### config.mk
export PLATFORM = sky130hd
export DESIGN_NAME = pic_mailbox
export DESIGN_NICKNAME = d
export VERILOG_FILES = /design/src/rtl/pic_mailbox.sv
export SDC_FILE = /design/constraint.sdc
export NUM_CORES = 1
export LEC_CHECK = 0
export CORE_ASPECT_RATIO = 2
export CORE_UTILIZATION = 53
export DETAILED_ROUTE_END_ITERATION = 7
export HOLD_SLACK_MARGIN = 0.03
export PLACE_DENSITY = 0.88
export SLEW_MARGIN = 5
export SYNTH_ARGS = -nofsm -noshare
export SYNTH_HDL_FRONTEND = slang
export SYNTH_SLANG_ARGS = --single-unit
export TNS_END_PERCENT = 10
### constraint.sdc
create_clock -name Atom_Phi2 -period 2.1 [get_ports Atom_Phi2]
set_input_delay 0.525 -clock Atom_Phi2 [delete_from_list [all_inputs] [get_ports Atom_Phi2]]
set_output_delay 0.525 -clock Atom_Phi2 [all_outputs]
set_load 0.05 [all_outputs]
### src/rtl/pic_mailbox.sv
// pic_mailbox: Atom #B400 command FIFO drained by the AtoMMC PIC, plus response holding register and status.
// Rev 1.0
`timescale 1ns/1ps
`default_nettype none
module pic_mailbox #(
   parameter int DEPTH = 4
) (
   input  logic       Atom_Phi2,
   input  logic       Atom_Reset,
   input  logic       Atom_Sel,
   input  logic       Atom_RnW,
   input  logic [2:0] Atom_Addr,
   input  logic [7:0] Atom_Din,
   output logic [7:0] Atom_Dout,
   output logic       Atom_Doe,
   output logic       PIC_Req,
   input  logic       PIC_Ack,
   output logic [2:0] PIC_Addr,
   output logic [7:0] PIC_Data,
   input  logic       PIC_RdStb,
   input  logic [7:0] PIC_RdData,
   output logic       Rd_Valid
);
   localparam int PW = $clog2(DEPTH);
   localparam int CW = PW + 1;

   typedef enum logic [1:0] {
      S_IDLE     = 2'd0,
      S_OFFER    = 2'd1,
      S_WAIT_LOW = 2'd2
   } state_t;

   state_t        state_q, state_d;
   logic [10:0]   mem_q [DEPTH];
   logic [PW-1:0] wr_ptr_q, wr_ptr_d, rd_ptr_q, rd_ptr_d;
   logic [CW-1:0] count_q, count_d;
   logic [7:0]    rd_data_q, rd_data_d;
   logic          rd_valid_q, rd_valid_d;
   logic          ovf_w_q, ovf_w_d, ovf_r_q, ovf_r_d;
   // [1:0] two-flop synchroniser, [2] previous synced value for edge detect
   logic [2:0]    ack_sync_q, stb_sync_q;

   logic wr_en, push_req, flush, data_rd, stat_rd;
   logic full, empty, ack_s, ack_rise, stb_rise, pop, push;
   logic [3:0] count_w;
   logic [2:0] level_sat;
   logic [7:0] status;

   assign wr_en    = Atom_Sel & ~Atom_RnW;
   assign push_req = wr_en & (Atom_Addr != 3'd7);
   assign flush    = wr_en & (Atom_Addr == 3'd7) & Atom_Din[0];
   assign data_rd  = Atom_Sel & Atom_RnW & (Atom_Addr != 3'd7);
   assign stat_rd  = Atom_Sel & Atom_RnW & (Atom_Addr == 3'd7);

   assign full     = (count_q == CW'(DEPTH));
   assign empty    = (count_q == '0);
   assign ack_s    = ack_sync_q[1];
   assign ack_rise = ack_sync_q[1] & ~ack_sync_q[2];
   assign stb_rise = stb_sync_q[1] & ~stb_sync_q[2];
   assign pop      = (state_q == S_OFFER) & ack_rise & ~flush;
   // A simultaneous pop frees a slot, so a write into a full FIFO is still accepted
   assign push     = push_req & (~full | pop);

   always_comb begin
      state_d = state_q;
      case (state_q)
         S_IDLE:     if (!empty && !flush) state_d = S_OFFER;
         S_OFFER: begin
            if (flush)         state_d = ack_s ? S_WAIT_LOW : S_IDLE;
            else if (ack_rise) state_d = S_WAIT_LOW;
         end
         S_WAIT_LOW: if (!ack_s) state_d = (empty || flush) ? S_IDLE : S_OFFER;
         default:    state_d = S_IDLE;
      endcase
   end

   always_comb begin
      wr_ptr_d = wr_ptr_q;
      rd_ptr_d = rd_ptr_q;
      count_d  = count_q;
      if (flush) begin
         wr_ptr_d = '0;
         rd_ptr_d = '0;
         count_d  = '0;
      end else begin
         if (push) wr_ptr_d = wr_ptr_q + PW'(1);
         if (pop)  rd_ptr_d = rd_ptr_q + PW'(1);
         case ({push, pop})
            2'b10:   count_d = count_q + CW'(1);
            2'b01:   count_d = count_q - CW'(1);
            default: count_d = count_q;
         endcase
      end
   end

   // Clears are applied first so that a same-edge capture or overflow wins
   always_comb begin
      rd_data_d  = rd_data_q;
      rd_valid_d = rd_valid_q;
      ovf_w_d    = ovf_w_q;
      ovf_r_d    = ovf_r_q;
      if (flush || stat_rd) begin
         ovf_w_d = 1'b0;
         ovf_r_d = 1'b0;
      end
      if (flush || data_rd) rd_valid_d = 1'b0;
      if (push_req && !push) ovf_w_d = 1'b1;
      if (stb_rise) begin
         rd_data_d  = PIC_RdData;
         rd_valid_d = 1'b1;
         if (rd_valid_q) ovf_r_d = 1'b1;
      end
   end

   always_ff @(negedge Atom_Phi2 or posedge Atom_Reset) begin
      if (Atom_Reset) begin
         state_q    <= S_IDLE;
         wr_ptr_q   <= '0;
         rd_ptr_q   <= '0;
         count_q    <= '0;
         rd_data_q  <= '0;
         rd_valid_q <= 1'b0;
         ovf_w_q    <= 1'b0;
         ovf_r_q    <= 1'b0;
         ack_sync_q <= '0;
         stb_sync_q <= '0;
      end else begin
         state_q    <= state_d;
         wr_ptr_q   <= wr_ptr_d;
         rd_ptr_q   <= rd_ptr_d;
         count_q    <= count_d;
         rd_data_q  <= rd_data_d;
         rd_valid_q <= rd_valid_d;
         ovf_w_q    <= ovf_w_d;
         ovf_r_q    <= ovf_r_d;
         ack_sync_q <= {ack_sync_q[1:0], PIC_Ack};
         stb_sync_q <= {stb_sync_q[1:0], PIC_RdStb};
      end
   end

   always_ff @(negedge Atom_Phi2) begin
      if (push) mem_q[wr_ptr_q] <= {Atom_Addr, Atom_Din};
   end

   assign count_w   = 4'(count_q);
   assign level_sat = (count_w > 4'd7) ? 3'd7 : count_w[2:0];
   assign status    = {rd_valid_q, full, empty, ovf_w_q, ovf_r_q, level_sat};

   assign Atom_Dout = (Atom_Addr == 3'd7) ? status : rd_data_q;
   assign Atom_Doe  = Atom_Sel & Atom_RnW & Atom_Phi2;
   assign PIC_Req   = (state_q == S_OFFER);
   assign PIC_Addr  = PIC_Req ? mem_q[rd_ptr_q][10:8] : 3'd0;
   assign PIC_Data  = PIC_Req ? mem_q[rd_ptr_q][7:0]  : 8'd0;
   assign Rd_Valid  = rd_valid_q;
endmodule
`default_nettype wire

==> reports/metrics.yaml <==
hp-start: "ack_sync_q[0]"
switching_share: 0.383
grt_max_degree: 27
die_y_microns: 108
timing_hold_violations_final: 0
power_switching_mw: 2.38
fin_ws_ns: -1.49
synth_top_family_by_area: "multiplexers"
powerDensity_nw_per_um2: 1370
grt_pass1_wl_microns: 11100
drt-met1-wl_microns: 2260
relSlewSlack: 0.728
finalPower_mw: 6.21
timing.hold.ws_ns: 0.298
crit_start: "rd_ptr_q[0]"
crit_fanout: 5
synth_commonest_cells: "edfxtp_1 (44), dfrtn_1 (26), nand2_1 (23)"
cpLargestDelayFamily: "multiplexers"
path_class: "reg -> out"
synthFlopType: "edfxtp_1"
syn_area_per_cell_sq_um: 15.5
worst-path-stages: 5
drive_gt1_frac: 0.393
vias: 2213
viasPerCell: 5.70
coreArea_sq_um: 5420
cts_hold_buf: 0
synthDistinctLibCells: 41
antenna_found_initial: 0
synth_largest_area_cell: "edfxtp_1"
cts_tree: "built"
synth_edf_count: 44
whs_path_depth: 0
grtUsageTotal: 0.284
fin_nets: 353
fillers: 257
tns_ns: -41.82
skew_ns: 0.0808
post-route-drc-count: 0
max_stage_delay_ns: 0.55
synth_area_leaders: "edfxtp_1 (45%), dfrtn_1 (22%), mux4_2 (8.4%), mux2_2 (3.0%), nand2_1 (2.9%)"
synth_seq_cells: 70
setup_viol: 74
grt_pass1_vias: 2402
dp_cells: 323
routabilityCongestion: 0.877
drt_iter0_drc: 128
synth_compound_area_frac: 0.0519
p_clk_frac: 0.263
yosysSeqAreaShare: 0.665
synthAdderAreaFrac: 0.0236
grt_overflow_total: 0
drt.antenna.violating_nets: 0
hp-class: "reg -> reg"
die_width_microns: 54.9
start_util: 0.547
topRoutingLayerUsed: "met4"
yosys.area_share.simple: 0.116
rr_worst_depth: 7
vdd_drop_max_mv: 1.19
yosysWarnings: 0
crit_slowest_cell: "mux4_2"
endpoint_kind: "output port"
diodes: 0
clk_pin_slew_ns: 0.05
rows: 38
path_cells: "buf_12 > buf_16 > mux4_2 > nor2b_4 > buf_6"
wl_met3_microns: 468
p_int_mw: 3.83
portBuffers: 46
maxSlewViolCount: 0
dp_hpwl_microns: 4310
wl_met2_microns: 4150
die-area_sq_um: 5920
crit_arrival_ns: 3.07
cp.required_ns: 1.57
synthArstFlopShare: 0.371
routed_wl_microns: 7260
p_comb_frac: 0.443
avgRoutedWirePerCell_microns: 18.7
synth_top_area_share: 0.445
syn_nets: 222
leakagePower_nw: 2.00
synth_xor_area_frac: 0.00886
ios: 47
rsz0062_at_grt: "true"
yosysMostFrequentCell: "edfxtp_1"
stdcell_count: 388
muxShareOfSynthArea: 0.117
syn-cell-area_sq_um: 2970
tightest_slew_ns: 0.404
clk_latency_ns: 0.54
cp-start-kind: "flip-flop"
critical_path_buf_inv_count: 3
first_pass_iters: 4
syn_to_final_growth_pct: 52.3
run_status: "complete, but fails checks"
p_seq_frac: 0.293
max_cap_viol_count: 0
r2r_start: "state_q[0]"
violations: "setup timing"
final_core_util: 0.834
synth_cells: 192
==> state kept, by name (all words and copies together), names as in the netlist, 2 cells and up <==
name and count:
mem_q 44, rd_data_q 8, ack_sync_q 3, count_q 3
stb_sync_q 3, rd_ptr_q 2, state_q 2, wr_ptr_q 2
==> worst paths after layout <==
path,endpoint,slack (ns)
setup / recovery,PIC_Addr[2],-1.49
hold / removal,ack_sync_q[1],0.30
setup reg to reg,count_q[2],0.06
hold reg to reg,ack_sync_q[1],0.30
max in group asynchronous,wr_ptr_q[1],0.58
min in group asynchronous,count_q[2],1.34
==> what timing repair did <==
item	CTS	global route
endpoints found under the setup margin	80	78
buffers inserted	2	0
pin swaps	3	8
gates cloned	1	0
gates resized for setup	37	14
==> logic make-up (layout without fill, tap and decap cells) <==
| logic type | Yosys count | count (layout) |
|---|---|---|
| DFF | 70 | 70 |
| and+or+nand+nor | 62 | 62 |
| AOI/OAI and AO/OA | 20 | 20 |
| muxes | 20 | 20 |
| buffers and inverters | 12 | 148 |
| adders and majority gates | 5 | 5 |
| xor gates and xnor gates | 3 | 3 |
==> layout by cell type, fill, tap and decap left out, types with 2 or more instances in the layout <==
master           count
a211oi_1             2
a211oi_2             2
a31o_2               2
and2_2               4
and3_4               2
buf_12              13
buf_4               18
buf_6               22
buf_8                2
clkbuf_8            12
clkdlybuf4s50_1     18
dfrtn_1             26
dlygate4sd2_1        2
dlymetal6s2s_1       4
edfxtp_1            44
ha_1                 4
inv_1               49
mux2_2               8
mux4_2              11
nand2_1             23
nand2b_4             2
nand3_1              2
nand4_1              2
nor2_1               4
nor2b_2              4
nor2b_4              8
o21ai_0              3
==> metal layers <==
layer	vias to the layer above	global-route usage
met4	0	0.198
li1	981	-
met3	41	0.121
met2	126	0.466
met5	-	0
met1	1065	0.260
==> worst reg2reg max path: stages, from the launching register on <==
cell and delay (ns):
dfrtn_1 0.45, buf_4 0.16, nand4bb_1 0.24, a211oi_2 0.31, fa_2 0.30, a211oi_2 0.08
a31o_2 0.23, a211oi_1 0.27
==> final cells by class <==
| type | count | area, sq um | share of cell area |
|---|---|---|---|
| Multi-Input combinational cell | 110 | 1100 | 0.243 |
| Inverter | 4 | 15.0 | 0.00332 |
| Sequential cell | 70 | 1970 | 0.436 |
| Tap cell | 60 | 75.1 | 0.0166 |
| Clock buffer | 13 | 176 | 0.0390 |
| Timing Repair Buffer | 80 | 948 | 0.210 |
| Clock inverter | 51 | 235 | 0.0521 |
==> per-stage QoR <==
step                instance area (sq um)  setup WS (ns)
floorplan                            3050         -0.902
global placement                     3870          -1.29
detailed placement                   3870          -1.43
CTS                                  4460          -1.43
global route                         4520          -1.53
finish                               4520          -1.49
==> power groups by stage <==
| stage | Sequential, mW | Combinational, mW | Clock (mW) |
|---|---|---|---|
| 3_3_place_gp | 1.81 | 2.28 | 0.162 |
| 4_1_cts | 1.81 | 2.69 | 1.64 |
| 6_report | 1.82 | 2.75 | 1.63 |
| 5_1_grt | 1.84 | 2.92 | 1.80 |
| 3_5_place_dp | 1.83 | 2.33 | 0.162 |
| 2_1_floorplan | 1.83 | 1.46 | 0.152 |
(Power assumes the default switching activity.)
